## src/rtl/mem_1024x8_fifo_ctrl_pkg.sv

```systemverilog
`default_nettype none
// ============================================================================
// mem_fifo_pkg : shared constants and types for the 1024x8 tile FIFO controller
// Rev 1.0
// ============================================================================
package mem_fifo_pkg;

    localparam int MEM_AW    = 10;
    localparam int MEM_DW    = 8;
    localparam int MEM_DEPTH = 1024;
    localparam int FIFO_CAP  = MEM_DEPTH + 2;

    // Pointers carry one extra wrap bit so full and empty are distinguishable
    typedef logic [MEM_AW:0] ptr_t;
    typedef logic [MEM_AW:0] count_t;

endpackage
`default_nettype wire

```

## src/rtl/mem_1024x8_fifo_ctrl_if.sv

```systemverilog
`default_nettype none
// ============================================================================
// mem_fifo_stream_if / mem_tile_if : push/pop stream and memory-tile buses
// Rev 1.0
// ============================================================================
interface mem_fifo_stream_if;
    import mem_fifo_pkg::*;

    logic              wr_valid;
    logic              wr_ready;
    logic [MEM_DW-1:0] wr_data;
    logic              rd_valid;
    logic              rd_ready;
    logic [MEM_DW-1:0] rd_data;

    modport master (output wr_valid, wr_data, rd_ready,
                    input  wr_ready, rd_valid, rd_data);
    modport slave  (input  wr_valid, wr_data, rd_ready,
                    output wr_ready, rd_valid, rd_data);
endinterface

interface mem_tile_if;
    import mem_fifo_pkg::*;

    // Tile buses are MSB-at-index-0
    logic [0:MEM_AW-1] mem_waddr;
    logic [0:MEM_AW-1] mem_raddr;
    logic [0:MEM_DW-1] mem_data_in;
    logic [0:MEM_DW-1] mem_data_out;
    logic              mem_wen;
    logic              mem_ren;

    modport master (output mem_waddr, mem_raddr, mem_data_in, mem_wen, mem_ren,
                    input  mem_data_out);
    modport slave  (input  mem_waddr, mem_raddr, mem_data_in, mem_wen, mem_ren,
                    output mem_data_out);
endinterface
`default_nettype wire

```

## src/rtl/mem_1024x8_fifo_ctrl_obuf.sv

```systemverilog
`default_nettype none
// ============================================================================
// mem_fifo_obuf : 2-entry registered first-word-fall-through output buffer
// Rev 1.0
// ============================================================================
module mem_fifo_obuf #(
    parameter int DW = 8
) (
    input  wire logic          clk,
    input  wire logic          rst_n,
    input  wire logic          flush,
    input  wire logic          push,
    input  wire logic [DW-1:0] push_data,
    input  wire logic          pop,
    output logic [1:0]         cnt,
    output logic [1:0]         cnt_next,
    output logic [DW-1:0]      head
);

    logic [DW-1:0] r_head;
    logic [DW-1:0] r_tail;
    logic [1:0]    r_cnt;

    always_comb begin
        cnt_next = r_cnt;
        if (flush) begin
            cnt_next = 2'd0;
        end else begin
            cnt_next = r_cnt + {1'b0, push} - {1'b0, pop};
        end
    end

    always_ff @(posedge clk or negedge rst_n) begin
        if (!rst_n) begin
            r_head <= '0;
            r_tail <= '0;
            r_cnt  <= 2'd0;
        end else begin
            r_cnt <= cnt_next;
            if (!flush) begin
                case ({push, pop})
                    2'b10: begin
                        if (r_cnt == 2'd0) r_head <= push_data;
                        else               r_tail <= push_data;
                    end
                    2'b01: r_head <= r_tail;
                    2'b11: begin
                        // Simultaneous pop and capture: new data lands behind any survivor
                        if (r_cnt == 2'd1) begin
                            r_head <= push_data;
                        end else begin
                            r_head <= r_tail;
                            r_tail <= push_data;
                        end
                    end
                    default: ;
                endcase
            end
        end
    end

    assign cnt  = r_cnt;
    assign head = r_head;

endmodule
`default_nettype wire

```

## src/rtl/mem_1024x8_fifo_ctrl.sv

```systemverilog
`default_nettype none
// ============================================================================
// mem_1024x8_fifo_ctrl : streaming FIFO controller for the 1024x8 memory tile
// Rev 1.0
// ============================================================================
module mem_1024x8_fifo_ctrl
    import mem_fifo_pkg::*;
#(
    parameter int AW        = MEM_AW,
    parameter int DW        = MEM_DW,
    parameter int DEPTH     = MEM_DEPTH,
    parameter int AF_THRESH = 1020
) (
    input  wire logic         clk,
    input  wire logic         rst_n,
    input  wire logic         flush,
    mem_fifo_stream_if.slave  stream,
    mem_tile_if.master        tile,
    output count_t            count,
    output logic              almost_full
);

    localparam ptr_t   c_depth = ptr_t'(DEPTH);
    localparam count_t c_af    = count_t'(AF_THRESH);

    ptr_t          r_wptr;
    ptr_t          r_rptr;
    logic          r_inflight;
    logic          r_alive;
    logic [AW-1:0] r_raddr;

    ptr_t          w_mem_cnt;
    ptr_t          w_wptr_next;
    ptr_t          w_rptr_next;
    count_t        w_count_next;
    logic          w_full;
    logic          w_push;
    logic          w_pop;
    logic          w_ren;
    logic [2:0]    w_occ;
    logic [1:0]    w_obuf_cnt;
    logic [1:0]    w_obuf_cnt_next;
    logic [DW-1:0] w_head;

    always_comb begin
        w_mem_cnt    = r_wptr - r_rptr;
        w_full       = (w_mem_cnt == c_depth);
        w_push       = stream.wr_valid && r_alive && !w_full && !flush;
        w_pop        = (w_obuf_cnt != 2'd0) && stream.rd_ready;
        // Output-side occupancy after this cycle's pop; a new read must not overrun the buffer
        w_occ        = {1'b0, w_obuf_cnt} + {2'b00, r_inflight} - {2'b00, w_pop};
        w_ren        = (w_mem_cnt != '0) && !flush && (w_occ < 3'd2);
        w_wptr_next  = flush ? '0 : r_wptr + ptr_t'(w_push);
        w_rptr_next  = flush ? '0 : r_rptr + ptr_t'(w_ren);
        w_count_next = count_t'(w_wptr_next - w_rptr_next) + count_t'(w_ren)
                     + count_t'(w_obuf_cnt_next);
    end

    always_ff @(posedge clk or negedge rst_n) begin
        if (!rst_n) begin
            r_wptr      <= '0;
            r_rptr      <= '0;
            r_inflight  <= 1'b0;
            r_alive     <= 1'b0;
            r_raddr     <= '0;
            count       <= '0;
            almost_full <= 1'b0;
        end else begin
            r_alive     <= 1'b1;
            r_wptr      <= w_wptr_next;
            r_rptr      <= w_rptr_next;
            r_inflight  <= w_ren;
            if (w_ren) begin
                r_raddr <= r_rptr[AW-1:0];
            end
            count       <= w_count_next;
            almost_full <= (w_count_next >= c_af);
        end
    end

    mem_fifo_obuf #(
        .DW (DW)
    ) u_obuf (
        .clk       (clk),
        .rst_n     (rst_n),
        .flush     (flush),
        .push      (r_inflight),
        .push_data (tile.mem_data_out),
        .pop       (w_pop),
        .cnt       (w_obuf_cnt),
        .cnt_next  (w_obuf_cnt_next),
        .head      (w_head)
    );

    assign stream.wr_ready = r_alive && !w_full && !flush;
    assign stream.rd_valid = (w_obuf_cnt != 2'd0);
    assign stream.rd_data  = w_head;

    assign tile.mem_wen     = w_push;
    assign tile.mem_waddr   = r_wptr[AW-1:0];
    assign tile.mem_data_in = stream.wr_data;
    assign tile.mem_ren     = w_ren;
    assign tile.mem_raddr   = w_ren ? r_rptr[AW-1:0] : r_raddr;

endmodule
`default_nettype wire

```

## src/flat_wrapper.sv

```systemverilog
// flat-port wrapper written by rule: the top's interface ports become plain ports
module mem_1024x8_fifo_ctrl_flat import mem_fifo_pkg::*;
#(
    parameter int AW        = MEM_AW,
    parameter int DW        = MEM_DW,
    parameter int DEPTH     = MEM_DEPTH,
    parameter int AF_THRESH = 1020
)
  (clk, rst_n, flush, count, almost_full, stream_wr_valid, stream_wr_data, stream_rd_ready, stream_wr_ready, stream_rd_valid, stream_rd_data, tile_mem_waddr, tile_mem_raddr, tile_mem_data_in, tile_mem_wen, tile_mem_ren, tile_mem_data_out);
  mem_fifo_stream_if stream_i ();
  mem_tile_if tile_i ();
  input  wire logic clk;
  input  wire logic rst_n;
  input  wire logic flush;
  output count_t count;
  output logic almost_full;
  input wire logic [$bits(stream_i.wr_valid)-1:0] stream_wr_valid;
  input wire logic [$bits(stream_i.wr_data)-1:0] stream_wr_data;
  input wire logic [$bits(stream_i.rd_ready)-1:0] stream_rd_ready;
  output wire logic [$bits(stream_i.wr_ready)-1:0] stream_wr_ready;
  output wire logic [$bits(stream_i.rd_valid)-1:0] stream_rd_valid;
  output wire logic [$bits(stream_i.rd_data)-1:0] stream_rd_data;
  output wire logic [$bits(tile_i.mem_waddr)-1:0] tile_mem_waddr;
  output wire logic [$bits(tile_i.mem_raddr)-1:0] tile_mem_raddr;
  output wire logic [$bits(tile_i.mem_data_in)-1:0] tile_mem_data_in;
  output wire logic [$bits(tile_i.mem_wen)-1:0] tile_mem_wen;
  output wire logic [$bits(tile_i.mem_ren)-1:0] tile_mem_ren;
  input wire logic [$bits(tile_i.mem_data_out)-1:0] tile_mem_data_out;
  assign stream_i.wr_valid = stream_wr_valid;
  assign stream_i.wr_data = stream_wr_data;
  assign stream_i.rd_ready = stream_rd_ready;
  assign stream_wr_ready = stream_i.wr_ready;
  assign stream_rd_valid = stream_i.rd_valid;
  assign stream_rd_data = stream_i.rd_data;
  assign tile_mem_waddr = tile_i.mem_waddr;
  assign tile_mem_raddr = tile_i.mem_raddr;
  assign tile_mem_data_in = tile_i.mem_data_in;
  assign tile_mem_wen = tile_i.mem_wen;
  assign tile_mem_ren = tile_i.mem_ren;
  assign tile_i.mem_data_out = tile_mem_data_out;
  mem_1024x8_fifo_ctrl #(.AW(AW), .DW(DW), .DEPTH(DEPTH), .AF_THRESH(AF_THRESH)) u_core (.clk(clk), .rst_n(rst_n), .flush(flush), .stream(stream_i), .tile(tile_i), .count(count), .almost_full(almost_full));
endmodule
```

## config.mk

```make
export PLATFORM = sky130hd
export DESIGN_NAME = mem_1024x8_fifo_ctrl_flat
export DESIGN_NICKNAME = d
export VERILOG_FILES = /design/src/rtl/mem_1024x8_fifo_ctrl_pkg.sv /design/src/rtl/mem_1024x8_fifo_ctrl_if.sv /design/src/rtl/mem_1024x8_fifo_ctrl_obuf.sv /design/src/rtl/mem_1024x8_fifo_ctrl.sv /design/src/flat_wrapper.sv
export SDC_FILE = /design/constraint.sdc
export NUM_CORES = 1
export LEC_CHECK = 0
export ABC_AREA = 0
export BUFFER_PORTS_ARGS = -buffer_cell sky130_fd_sc_hd__buf_2
export CORE_MARGIN = 5
export CORE_UTILIZATION = 51
export CTS_CLUSTER_DIAMETER = 40
export DETAILED_ROUTE_END_ITERATION = 10
export PLACE_DENSITY = 0.77
export SYNTH_ARGS = -nofsm -noshare
export SYNTH_HDL_FRONTEND = slang
export SYNTH_HIERARCHICAL = 1
export SYNTH_SLANG_ARGS = --single-unit
export TNS_END_PERCENT = 30
```

## constraint.sdc

```tcl
create_clock -name clk -period 5 [get_ports clk]
set_input_delay 1 -clock clk [delete_from_list [all_inputs] [get_ports clk]]
set_output_delay 1 -clock clk [all_outputs]
set_load 0.005 [all_outputs]
```

# == Yosys cells after proc, flatten, opt, wreduce, memory -nomap -nowiden ==
# Index checks and enable logic that the tools add are counted.
# totals
ff_bits,64
in_bits,21
out_inout_bits,52
elab_cells,58
# classes
add_sub_neg,10
n_lt_le_gt_ge,2
n_eq_ne,8
muxes,10
bitwise_logic,1
reduce_logical,17
# ops
op,n
$add 11x1->11,3
$mux 8,4
$pmux 8 s3,1
$mux 11,2
$sub 11x11->11,2
$pmux 8 s2,1
$add 11x2->11,1
$eq 11x11->1 const B,1
$ge 11x10->1 const B,1
$reduce_bool 11->1,1
$mux 10,1
$logic_and 1x1->1,8
$ne 2x2->1 const B,3
$eq 2x1->1 const B,2
$eq 2x2->1 const B,2
$reduce_and 4->1,1
$reduce_bool 2->1,2
$add 2x1->3,1
$lt 3x2->1 const B,1
$reduce_and 3->1,1
$reduce_bool 3->1,1
$sub 3x1->3,1
$add 2x1->2,1
$logic_not 1->1,2
4 further kinds,4

# == Logic depth before layout (Yosys ltp) ==
# logic_depth
word_depth,11
depth_mapped,25
ltp_nobuf,23

# == Modules after synthesis ==
# The synthesis kept the hierarchy.
# modules_own_cells
mod,instances,cells_each,area_each_um2,seq_area_each_um2
mem_1024x8_fifo_ctrl,1,305,3065.4,1151.1
mem_fifo_obuf,1,87,1074.8,450.4

# == Worst setup path before layout ==
# No wires, ideal clock.
# synth_path
kind,register -> register
startpoint,register u_core.r_wptr[3]
endpoint,register u_core.almost_full
setup_ps,120
arrival_ps,5277
required_time_ps,4880
slack_ps,-398
stages_incl_launch_ff,21
path_buffers,0
period_less_slack_ps,5398
path_cell_list,dfrtp_1 > ha_1 > xor2_1 > or4_1 > a211o_1 > or4_1 > o311a_1 > and2_1 > ha_1 > ha_1 > nand2_1 > fa_1 > inv_1 > ha_1 > a211oi_1 > o21ai_0 > a221oi_1 > o21bai_1 > a21oi_1 > xnor2_1 > a31o_2
# synth_via
elab_chain_cells,11
word_cells_on_any_way,16
cone_classes,add/sub (6); order compare (1); eq/ne (1); mux (2); reduce/logical (6)
# synth_rtl
item,line_no,source
"start, declared",mem_1024x8_fifo_ctrl.sv:26,ptr_t r_wptr;
"start signal, assigned",mem_1024x8_fifo_ctrl.sv:70,r_wptr <= w_wptr_next;
$sub 11x11->11,mem_1024x8_fifo_ctrl.sv:46,w_mem_cnt = r_wptr - r_rptr;
$eq 11x11->1,mem_1024x8_fifo_ctrl.sv:47,w_full = (w_mem_cnt == c_depth);
$logic_not 1->1,mem_1024x8_fifo_ctrl.sv:48,w_push = stream.wr_valid && r_alive && !w_full && !flush;
$logic_and 1x1->1 (2 in series),mem_1024x8_fifo_ctrl.sv:48,
net tile_mem_wen,flat_wrapper.sv:26,output wire logic [$bits(tile_i.mem_wen)-1:0] tile_mem_wen;
$add 11x1->11,mem_1024x8_fifo_ctrl.sv:53,w_wptr_next = flush ? '0 : r_wptr + ptr_t'(w_push);
$mux 11,mem_1024x8_fifo_ctrl.sv:53,
$sub 11x11->11,mem_1024x8_fifo_ctrl.sv:55,w_count_next = count_t'(w_wptr_next - w_rptr_next) + count_t'(w_ren)
$add 11x1->11,mem_1024x8_fifo_ctrl.sv:55,
$add 11x2->11,mem_1024x8_fifo_ctrl.sv:56,+ count_t'(w_obuf_cnt_next);
net u_core.w_count_next[9],mem_1024x8_fifo_ctrl.sv:35,count_t w_count_next;
$ge 11x10->1,mem_1024x8_fifo_ctrl.sv:77,almost_full <= (w_count_next >= c_af);
"end signal, assigned",mem_1024x8_fifo_ctrl.sv:77,
"end, declared",mem_1024x8_fifo_ctrl.sv:20,output logic almost_full
# The timed path passes the listed nets, and every way through them passes these cells.
# A chain may end at the register's enable or synchronous reset.

# == Final worst setup path ==
# layout_path
startpoint,register u_core.r_rptr[1]
endpoint,register u_core.almost_full
# layout_via
elab_chain_cells,11
word_cells_on_any_way,16
cone_classes,add/sub (6); order compare (1); eq/ne (1); mux (2); reduce/logical (6)
# layout_rtl
item,line_no,source
"start, declared",mem_1024x8_fifo_ctrl.sv:27,ptr_t r_rptr;
"start signal, assigned",mem_1024x8_fifo_ctrl.sv:71,r_rptr <= w_rptr_next;
$sub 11x11->11,mem_1024x8_fifo_ctrl.sv:46,
$eq 11x11->1,mem_1024x8_fifo_ctrl.sv:47,
$logic_not 1->1,mem_1024x8_fifo_ctrl.sv:48,
$logic_and 1x1->1 (2 in series),mem_1024x8_fifo_ctrl.sv:48,
$add 11x1->11,mem_1024x8_fifo_ctrl.sv:53,
$mux 11,mem_1024x8_fifo_ctrl.sv:53,
$sub 11x11->11,mem_1024x8_fifo_ctrl.sv:55,
$add 11x1->11 (*),mem_1024x8_fifo_ctrl.sv:55,
$add 11x2->11 (*),mem_1024x8_fifo_ctrl.sv:56,
net u_core.w_count_next[9],mem_1024x8_fifo_ctrl.sv:35,
$ge 11x10->1 (*),mem_1024x8_fifo_ctrl.sv:77,
# Mark *: on every way through the listed nets, which the timed path passes. The rest lies on a longest branch.

==> impl_metrics.py <==
metrics = {
    "sta": {
        "post-route-min-period_ns": 5.116,
        "least_margin_pin_slew_ns": 0.7306,
        "maxSlewViolCount": 0,
        "timing_hold_violations_final": 0,
        "final.setup_skew_ns": 0.006818,
        "final_worst_path_setup_slack_ns": -0.1164,
        "fin_crit_sh_pct": 102.3,
        "fmax_mhz": 195.4,
        "final_setup_vio_count": 2,
        "relSlewSlack_pct": 51.30,
        "holdWs_ns": 0.4941,
        "rsz_0062_raised_after_global_routing": "yes",
    },
    "worst_hold_path": {
        "holdPathEnd": "u_core/r_raddr[5]",
        "count_of_cells_along_the_worst_hold_path": 1,
        "hold_path_class": "reg -> reg",
        "hold_crit_start": "u_core/r_raddr[5]",
    },
    "global_routing": {
        "antenna_violations_before_repair": 0,
        "grt_pass1_vias": 3339,
        "track_usage_pct": 20.52,
        "first_pass_grt_wire_length_mm": 16.30,
        "pin_count_of_the_biggest_net_entering_global_routing": 34,
        "grt_overflow": 0,
    },
    "clock_network": {
        "tritoncts": "yes",
        "post_cts_hold_buffer_count": 0,
        "ctsLongestPathBuffers": 2,
        "cts.reportedPaths.clkPinSlew_ns": 0.07,
        "ctsHtreeMaxLevel": 3,
        "clock_latency_ns": 0.35,
        "cts.sinks": 64,
        "cts-root-buf": "clkbuf_8",
        "tritoncts.num_buffers": 9,
    },
    "placed_design": {
        "port_buffers": 56,
        "gp_congestion": 0.8397,
        "place_inst": 583,
        "dpl.hpwl_mm": 7.250,
        "dp_worst_slack_ns": -0.2127,
        "dpl_cell_area_um2": 4918,
    },
    "cells_and_area": {
        "n_fill_cell": 604,
        "final-instance-count-excl-fill": 599,
        "fin_area_um2": 5166,
        "multiInputGateArea_um2": 2377,
        "regArea_um2": 1602,
        "drive_gt1_share_pct": 42.45,
        "diodes": 0,
        "fin_nets": 553,
        "synthToLayoutAreaGrowth_pct": 24.78,
    },
    "setup_path": {
        "worst-setup-path-type": "reg -> reg",
        "critical_path_peak_fanout": 4,
        "cp_data_arrival_time_ns": 5.36,
        "r2r-start": "u_core/r_rptr[1]",
        "worstSetupStartpointType": "flip-flop",
        "critical_path.endpoint_type": "flip-flop",
        "setup_slack_reg_to_reg_ns": -0.12,
        "required_ns": 5.24,
        "rr_endpoint": "u_core/almost_full",
        "reg2reg_depth": 21,
    },
    "pwr": {
        "max-vdd-ir-drop_mv": 0.3772,
        "design_power_total_w": 0.002442,
        "total_leakage_power_nw": 2.597,
        "power-per-cell-area_nw_per_um2": 472.7,
    },
    "status": {
        "run_status": "finished, violations left",
        "failed_checks": "setup timing",
    },
    "run": {
        "max_cap_violations": 0,
    },
    "yosys": {
        "average_size_of_a_mapped_cell_um2": 10.56,
        "synth_warnings": 6,
        "synth-seq-cells": 64,
        "netlist_area_um2": 4140,
        "async_reset_ff_share_pct": 100.0,
        "seq_area_frac_synth_pct": 38.68,
        "synth_cells": 392,
        "postSynthNetCount": 452,
        "synth_ff_type": "dfrtp_1",
        "synth_cell_type_count": 58,
        "number_of_enable_flip_flop_cells_after_synthesis": 0,
    },
    "detailed_routing": {
        "post_drt_via_cell_ratio": 5.329,
        "antenna_violating_nets_post_route": 0,
        "first_iter_violations": 111,
        "post-route-drc-count": 0,
        "average_detailed_routed_wire_length_per_instance_um": 15.88,
        "finalWirelength_mm": 9.513,
        "detail_route.first_pass.iterations": 4,
        "via_count": 3192,
    },
    "floorplanning": {
        "core-area_um2": 7807,
        "boundaryPins": 73,
        "num_rows": 32,
        "die_h_um": 100.1,
        "design.die.area_um2": 10020,
        "initial_utilization_pct": 53.03,
        "die-width_um": 100.1,
    },
}
==> logic make-up (layout without fill, tap and decap cells) <==
kind of cell	Yosys count	after routing	share of synthesized area, %
DFF	64	64	38.68
buffers and inverters	62	167	8.220
AOI/OAI and AO/OA	58	58	10.70
muxes	29	29	7.918
xor gates and xnor gates	33	33	6.981
and+or+nand+nor	106	106	14.90
adders and majority gates	39	39	12.51
other	1	1	0.09057
==> through the flow <==
stage	setup TNS, ns	util [%]
2_1_floorplan	0	-
3_3_place_gp	-0.2724	63.00
3_5_place_dp	-0.4882	63.00
4_1_cts	-0.1997	65.88
5_1_grt	-1.147	66.17
6_report	-0.1678	66.17
==> cell usage after synthesis, types with 2 or more instances <==
| cell type | number | area share, % |
|---|---|---|
| xor2_1 | 12 | 2.5 |
| mux2i_1 | 2 | 0.48 |
| inv_1 | 34 | 3.1 |
| xnor2_1 | 21 | 4.4 |
| and3_1 | 3 | 0.45 |
| nand4_1 | 3 | 0.45 |
| nand2_1 | 16 | 1.5 |
| or2_2 | 8 | 1.2 |
| buf_4 | 20 | 3.6 |
| or4_1 | 3 | 0.54 |
| buf_6 | 4 | 1.1 |
| o211ai_2 | 8 | 2.4 |
| nand4b_1 | 8 | 1.7 |
| ha_1 | 35 | 11 |
| nand3_1 | 9 | 1.1 |
| or3_1 | 3 | 0.45 |
| a21oi_1 | 15 | 1.8 |
| and2_1 | 4 | 0.60 |
| o31ai_1 | 2 | 0.36 |
| mux2_2 | 26 | 7.1 |
| nor2b_1 | 6 | 0.91 |
| o21ai_0 | 10 | 1.2 |
| o21bai_1 | 2 | 0.36 |
| dfrtp_1 | 64 | 39 |
| nor3_1 | 5 | 0.60 |
| nor2_1 | 19 | 1.7 |
| o211ai_1 | 2 | 0.36 |
| a211oi_1 | 2 | 0.36 |
| a211o_1 | 2 | 0.42 |
| a21o_1 | 2 | 0.36 |
| clkbuf_1 | 2 | 0.18 |
| a31oi_1 | 2 | 0.30 |
| nand2b_1 | 10 | 1.5 |
| fa_1 | 4 | 1.9 |
==> state kept, by name, summed over array words and instances, names as in the netlist, 2 cells and up <==
name and cells:
u_core/count 11, u_core/r_rptr 11, u_core/r_wptr 11, u_core/r_raddr 10
u_core/u_obuf/head 8, u_core/u_obuf/r_tail 8, u_core/u_obuf/cnt 2
==> cells in the final DEF, fill, tap and decap left out, types with 5 or more instances in the layout <==
master     n
a21oi_1   13
buf_2     56
buf_4     62
clkbuf_8  10
dfrtp_1   64
ha_1      27
ha_4       7
inv_1     33
mux2_2    26
nand2_1   14
nand2b_1   9
nand3_1    8
nand4b_1   8
nor2_1    19
nor2b_1    5
nor3_1     5
o211ai_2   8
o21ai_0    7
or2_2      8
xnor2_1   19
xor2_1    12
==> worst max-delay path by stage <==
stage	from	endpoint	slack, ns	cells after the start
floorplan	u_core/r_rptr[1]	u_core/almost_full	0.01	21
global placement	u_core/r_rptr[1]	u_core/almost_full	-0.15	21
detailed placement	u_core/r_rptr[1]	u_core/almost_full	-0.21	20
CTS	u_core/r_rptr[1]	u_core/almost_full	-0.13	22
global route	u_core/r_rptr[1]	u_core/almost_full	-0.35	21
finish	u_core/r_rptr[1]	u_core/almost_full	-0.12	21
==> layout make-up <==
cell class	count	share of cell area, %
sequential	64	31.00
multi-input combinational	266	46.02
inverter	34	2.470
clock inverter	4	0.8719
clock buffer	11	2.737
tap	102	2.470
timing repair buffer	118	14.43
==> critical path: stages (launching register included) <==
cell,delay [ns]
dfrtp_1,0.34
inv_1,0.05
ha_1,0.30
nor2b_4,0.14
or4_1,0.48
a211o_1,0.28
or4_1,0.41
o311a_1,0.33
and2_4,0.16
ha_4,0.16
ha_4,0.26
nand2_2,0.06
fa_2,0.58
inv_2,0.05
ha_4,0.21
a211oi_2,0.22
o21ai_1,0.12
a221oi_2,0.25
o21bai_1,0.11
a21oi_1,0.18
xnor2_1,0.13
a31o_2,0.21
==> power breakdown <==
group	internal (W)	leakage, nW	switching [W]
Combinational	0.000707	1.66	0.000589
Clock	0.000238	0.0989	0.000195
Sequential	0.000656	0.843	0.0000572
Total	0.00160	2.60	0.000841
==> per-layer routing <==
metal | global-route usage (%) | routed length, um | share of wire, % | vias up
li1 | - | - | - | 1542
met1 | 26.30 | 4138 | 43 | 1562
met2 | 34.63 | 4752 | 50 | 77
met3 | 4.726 | 516 | 5.4 | 11
met4 | 6.218 | 105 | 1.1 | 0
met5 | 0 | 0 | 0 | -
==> repair_timing <==
action	4_1_cts	5_1_grt
pin swaps	2	0
endpoints found under the setup margin	4	6
buffers inserted	1	0
gates resized for setup	5	5
Note: power is estimated with default switching activity, not from simulation.
